## config.mk

```make
export PLATFORM = sky130hd
export DESIGN_NAME = ifu_fetch_buf
export DESIGN_NICKNAME = d
export VERILOG_FILES = /design/src/rtl/ifu_fetch_buf.sv
export SDC_FILE = /design/constraint.sdc
export NUM_CORES = 1
export LEC_CHECK = 0
export BUFFER_PORTS_ARGS = -buffer_cell sky130_fd_sc_hd__buf_4
export CORE_MARGIN = 2
export CORE_UTILIZATION = 50
export DETAILED_ROUTE_END_ITERATION = 7
export PLACE_DENSITY = 0.76
export SKIP_LAST_GASP = 1
export SYNTH_ARGS = -nofsm -noshare
export SYNTH_HDL_FRONTEND = slang
export SYNTH_SLANG_ARGS = --single-unit
```

## constraint.sdc

```tcl
create_clock -name clk -period 7 [get_ports clk]
set_input_delay 1.05 -clock clk [delete_from_list [all_inputs] [get_ports clk]]
set_output_delay 1.05 -clock clk [all_outputs]
set_load 0.05 [all_outputs]
```

## src/rtl/ifu_fetch_buf.sv

```systemverilog
// Instruction fetch front end: sequential PC generation, credit-limited
// requests to instruction memory, and an in-order show-ahead buffer that
// feeds decode with {instr, tag=PC}.
//
// Ports:
//   clk, rst_n         clock, synchronous active-low reset
//   imem_req_valid     fetch request valid (combinational from credit/flush)
//   imem_req_ready     memory accepts request this cycle
//   imem_req_addr      fetch address (current PC)
//   imem_rsp_valid     in-order response valid, latency >= 1
//   imem_rsp_data      fetched instruction word
//   pipe_stall         decode cannot accept this cycle
//   pipe_flush         redirect to flush_pc, discard older work
//   flush_pc           redirect target
//   instr, instr_valid, instr_tag  head entry presented to decode
module ifu_fetch_buf #(
  parameter int unsigned     DEPTH     = 4,
  parameter int unsigned     XLEN      = 32,
  parameter int unsigned     INSTR_LEN = 32,
  parameter logic [XLEN-1:0] RESET_PC  = '0
) (
  input  logic                 clk,
  input  logic                 rst_n,
  output logic                 imem_req_valid,
  input  logic                 imem_req_ready,
  output logic [XLEN-1:0]      imem_req_addr,
  input  logic                 imem_rsp_valid,
  input  logic [INSTR_LEN-1:0] imem_rsp_data,
  input  logic                 pipe_stall,
  input  logic                 pipe_flush,
  input  logic [XLEN-1:0]      flush_pc,
  output logic [INSTR_LEN-1:0] instr,
  output logic                 instr_valid,
  output logic [XLEN-1:0]      instr_tag
);

  localparam int unsigned CNT_W = $clog2(DEPTH + 1);
  localparam int unsigned PTR_W = $clog2(DEPTH);

  logic [XLEN-1:0]      pc;
  logic [CNT_W-1:0]     count;
  logic [CNT_W-1:0]     outstanding;
  logic [CNT_W-1:0]     drop;
  logic [CNT_W-1:0]     outstanding_nxt;
  logic [PTR_W-1:0]     wr_ptr, rd_ptr;
  logic [PTR_W-1:0]     pend_wr_ptr, pend_rd_ptr;

  logic [INSTR_LEN-1:0] buf_instr [DEPTH];
  logic [XLEN-1:0]      buf_tag   [DEPTH];
  logic [XLEN-1:0]      pend_pc   [DEPTH];

  logic credit_ok;
  logic accept;
  logic rsp_drop;
  logic rsp_keep;
  logic push;
  logic pop;

  // Request credit: buffered entries plus in-flight requests never exceed DEPTH
  always_comb begin
    credit_ok       = ({1'b0, count} + {1'b0, outstanding}) < (CNT_W + 1)'(DEPTH);
    imem_req_valid  = rst_n & ~pipe_flush & credit_ok;
    imem_req_addr   = pc;
    accept          = imem_req_valid & imem_req_ready;
    rsp_drop        = imem_rsp_valid & (drop != '0);
    rsp_keep        = imem_rsp_valid & (drop == '0);
    push            = rst_n & rsp_keep & ~pipe_flush;
    instr_valid     = (count != '0);
    pop             = instr_valid & ~pipe_stall & ~pipe_flush;
    instr           = instr_valid ? buf_instr[rd_ptr] : '0;
    instr_tag       = instr_valid ? buf_tag[rd_ptr]   : '0;
    outstanding_nxt = outstanding + CNT_W'(accept) - CNT_W'(imem_rsp_valid);
  end

  // Control state: PC, occupancy, in-flight and drop counters, pointers
  always_ff @(posedge clk) begin
    if (!rst_n) begin
      pc          <= RESET_PC;
      count       <= '0;
      outstanding <= '0;
      drop        <= '0;
      wr_ptr      <= '0;
      rd_ptr      <= '0;
      pend_wr_ptr <= '0;
      pend_rd_ptr <= '0;
    end else begin
      outstanding <= outstanding_nxt;
      if (pipe_flush) begin
        // Everything still in flight after this cycle's response is stale
        pc          <= flush_pc;
        count       <= '0;
        drop        <= outstanding_nxt;
        wr_ptr      <= '0;
        rd_ptr      <= '0;
        pend_wr_ptr <= '0;
        pend_rd_ptr <= '0;
      end else begin
        if (accept) begin
          pc          <= pc + XLEN'(4);
          pend_wr_ptr <= pend_wr_ptr + PTR_W'(1);
        end
        if (rsp_drop) drop <= drop - CNT_W'(1);
        if (rsp_keep) pend_rd_ptr <= pend_rd_ptr + PTR_W'(1);
        if (push)     wr_ptr <= wr_ptr + PTR_W'(1);
        if (pop)      rd_ptr <= rd_ptr + PTR_W'(1);
        count <= count + CNT_W'(push) - CNT_W'(pop);
      end
    end
  end

  // Storage arrays need no reset; occupancy is tracked by the pointers
  always_ff @(posedge clk) begin
    if (accept) pend_pc[pend_wr_ptr] <= pc;
    if (push) begin
      buf_instr[wr_ptr] <= imem_rsp_data;
      buf_tag[wr_ptr]   <= pend_pc[pend_rd_ptr];
    end
  end

  // The credit rule must make a push into a full buffer impossible
  a_no_overflow: assert property (@(posedge clk) disable iff (!rst_n)
    !(push && !pop && (count == CNT_W'(DEPTH))));

endmodule

```

==> flow_summary.toml <==
[outcome]
outcome = "complete, no violations"

[global_routing]
antenna_found_initial = 0
grt_pass1_vias = 9237
grt_overflow = 0
track_usage_pct = 19.3
maximum_number_of_pins_on_one_net_before_global_route_repair = 67
global_route_wire_length_before_repair_um = 53200

[route]
finalWirelength_um = 34400
first_iter_violations = 702
avgRoutedWirePerCell_um = 21.7
vias_per_cell = 5.70
drt_drc_violations_left = 0
routed-via-count = 9029
drt_pre_antenna_iters = 5
antenna_left = 0

[setup_path]
cp_cell_sequence = "buf_4 > nand2b_1 > nor3_4 > inv_2 > ha_1 > inv_1 > ha_1 > fa_1 > xnor2_1 > xnor2_1 > nor2_1 > a22o_1"
worst-endpoint-arrival_ns = 4.73
worst-endpoint-required_ns = 7.41
timing.critical_path.max_delay_family = "simple AND/OR/NAND/NOR gates"
setup.worst_path.class = "in -> reg"
crit_path_end_kind = "register"
critical_path.startpoint_type = "input pin"
timing.critical_path.fanout_max = 31
cp-startpoint = "pipe_flush"
worstPathBufferInverterCount = 3
reg2reg_from = "count[2]"
timing.critical_path.slowest_cell_delay_ns = 0.81
cpMaxStageDelayCell = "nor3_4"

[floorplanning]
count_of_boundary_i_o_pins = 168
die_w_um = 189
floorplan.initialDensity_pct = 51.0
die-area_um2 = 35800
die_height_um = 189
placeableCoreArea_um2 = 33700
number_of_placement_rows = 67

[place]
pre_cts_ws_ns = 2.19
post-dp-hpwl_um = 19800
port-buffer-count = 167
gp_congestion = 0.882

[finish]
fin_util_pct = 60.0
final_layout_size_suffix_gt1_share_pct = 31.1
final_nets = 1192
flow.area_growth_from_synthesis_pct = 17.8
diodes_inserted = 0

[sta]
post-route-min-period_ns = 4.31
worst_pin_slew_ns = 1.11
max_freq_ghz = 0.232
layout_worst_path_cycle_share_pct = 61.6
setup_viol = 0
tns_ns = 0
drv_slew = 0
slew-limit-headroom_pct = 25.7
grt_setup_unrepaired = "no"
finalHoldViolations = 0
fin_worst_hold_slack_ns = 0.514
layout_setup_ws_ns = 2.69
clock-skew-final_ns = 0.0181

[cts]
cts_setup_buffers = 0
clock_path_buffers = 3
clk_transition_reported_paths_ns = 0.06
root_buffer = "clkbuf_16"
cts_hold_buffers = 0
cts-htree-levels = 2
clkSinkCount = 437
number_of_buffers_created_by_cts = 43
cts_tree = "done"
postCtsResizedCells = 0
insertion_delay_ns = 0.54

[power_and_ir_drop]
power.clock.fraction_pct = 39.3
sequentialPowerShare_pct = 52.9
power.share.switching_pct = 22.5
comb_power_share_pct = 7.8
power_density_nw_per_um2 = 279
ir_worst_vdd_v = 0.000171
power.internal_mw = 4.37
total_leakage_power_nw = 6.80
switching_power_mw = 1.27

[yosys]
synth_largest_area_cell = "edfxtp_1"
synth.net_count = 1017
yosys.area_share.xor_xnor_pct = 1.12
main_combinational_cell_family_by_area_after_synthesis = "multiplexers"
mappedNetlistArea_um2 = 17200
synth.top_cells.by_area = "edfxtp_1 67%, mux4_2 13%, dfxtp_1 6.2%, and2_1 2.9%, ha_1 1.2%"
yosys.area_share.simple_pct = 6.92
yosys.area.top_type_share_pct = 67.2
ys_ff_latch = 437
yosys-top-cells-count = "384 x edfxtp_1, 96 x mux4_2, 80 x and2_1, 53 x dfxtp_1, 33 x nand2_1"
synth.yosys.warnings = 0
synth.most_common_cell = "edfxtp_1"
distinct_cell_type_count_of_the_synthesized_netlist = 50
post_synth_mux_area_share_pct = 12.8
post_synth.cell_area_avg_um2 = 18.5
async_reset_ff_share_pct = 0
synth_adder_area_share_pct = 1.47
synth-edff-count = 384
synth_compound_area_share_pct = 2.80
ys_dominant_reg_cell = "edfxtp_1"
synth-seq-area-share_pct = 73.3
netlist_instances = 928

[worst_hold_path]
hp-start = "pend_wr_ptr[1]"
hold_path_class = "reg -> reg"

[run]
max_cap_viol_count = 0
## sequential cells by signal, summed over array words and instances, names as in the netlist, named ones only
signal and cells:
buf_instr 128, buf_tag 128, count 3, drop 3
imem_req_addr 32, outstanding 3, pend_pc 128, pend_rd_ptr 2
pend_wr_ptr 2, rd_ptr 2, wr_ptr 2
## tightest hold or removal path, cell delays in order (launching register included)
cell,delay [ns]
dfxtp_1,0.34
nand2_1,0.07
a21oi_1,0.06
## per-layer routing
metal / global-route usage (%) / wire [um] / vias up
li1: - / - / 4027
met3: 3.45 / 2640 / 48
met5: 0 / 0 / -
met1: 27.2 / 14700 / 4584
met2: 31.8 / 16400 / 370
met4: 4.59 / 591 / 0
## stage by stage
stage	total power [mW]	std cells	cell area, um^2
floorplan	3.32	928	17200
global placement	3.47	1506	18900
detailed placement	3.48	1506	18900
CTS	5.70	1585	20200
global route	5.83	1585	20200
finish	5.64	1585	20200
## logic make-up after synthesis
group / count (synthesis)
adder cells (fa/ha/maj): 19
multiplexers: 99
AO/OA/AOI/OAI: 79
buffers and inverters: 65
flip-flops: 437
XOR/XNOR: 22
AND/OR/NAND/NOR: 207
## final timing paths
| check | endpoint | slack (ns) | cells after the start |
|---|---|---|---|
| min | pend_wr_ptr[1] | 0.51 | 2 |
| max reg2reg | drop[2] | 3.02 | 12 |
| max | drop[2] | 2.69 | 12 |
| min reg2reg | pend_wr_ptr[1] | 0.51 | 2 |
## area by class of cell
cell class              count  area [um^2]
clock buffers              54         1150
clock inverters            25          214
fillers                  2460        13500
inverters                  20         75.1
multi-input cells         426         4320
flip-flops and latches    437        12600
well taps                 448          561
repair buffers            175         1310
## power by group through the flow
stage	clock network [mW]	registers, mW	logic (mW)
2_1_floorplan	0	3.07	0.255
3_3_place_gp	0	3.04	0.434
3_5_place_dp	0	3.04	0.443
4_1_cts	2.27	2.99	0.445
5_1_grt	2.36	2.99	0.476
6_report	2.22	2.99	0.440
## placed cells by master (no fill, tap or decap), types with 3 or more instances in the layout
| cell | synthesis | layout |
|---|---|---|
| mux4_2 | 96 | 96 |
| nand2_1 | 33 | 33 |
| and2_4 | 0 | 4 |
| clkbuf_16 | 0 | 44 |
| clkinv_1 | 0 | 5 |
| clkbuf_1 | 27 | 9 |
| bufinv_16 | 0 | 3 |
| a21oi_1 | 28 | 28 |
| nor3_1 | 5 | 5 |
| or3_1 | 5 | 4 |
| buf_4 | 0 | 175 |
| o211ai_1 | 6 | 6 |
| clkinv_2 | 0 | 11 |
| edfxtp_1 | 384 | 384 |
| a31oi_1 | 10 | 10 |
| and2_1 | 80 | 76 |
| ha_1 | 17 | 17 |
| inv_1 | 19 | 19 |
| and3_1 | 7 | 7 |
| xor2_1 | 5 | 5 |
| xnor2_1 | 17 | 17 |
| nand3_1 | 15 | 15 |
| or4_1 | 3 | 3 |
| o21ai_0 | 20 | 20 |
| dfxtp_1 | 53 | 50 |
| nand2b_1 | 3 | 3 |
| nand4_1 | 10 | 10 |
| mux2i_1 | 3 | 3 |
| inv_6 | 0 | 3 |
| nor2_1 | 31 | 31 |
(Power assumes the default switching activity.)
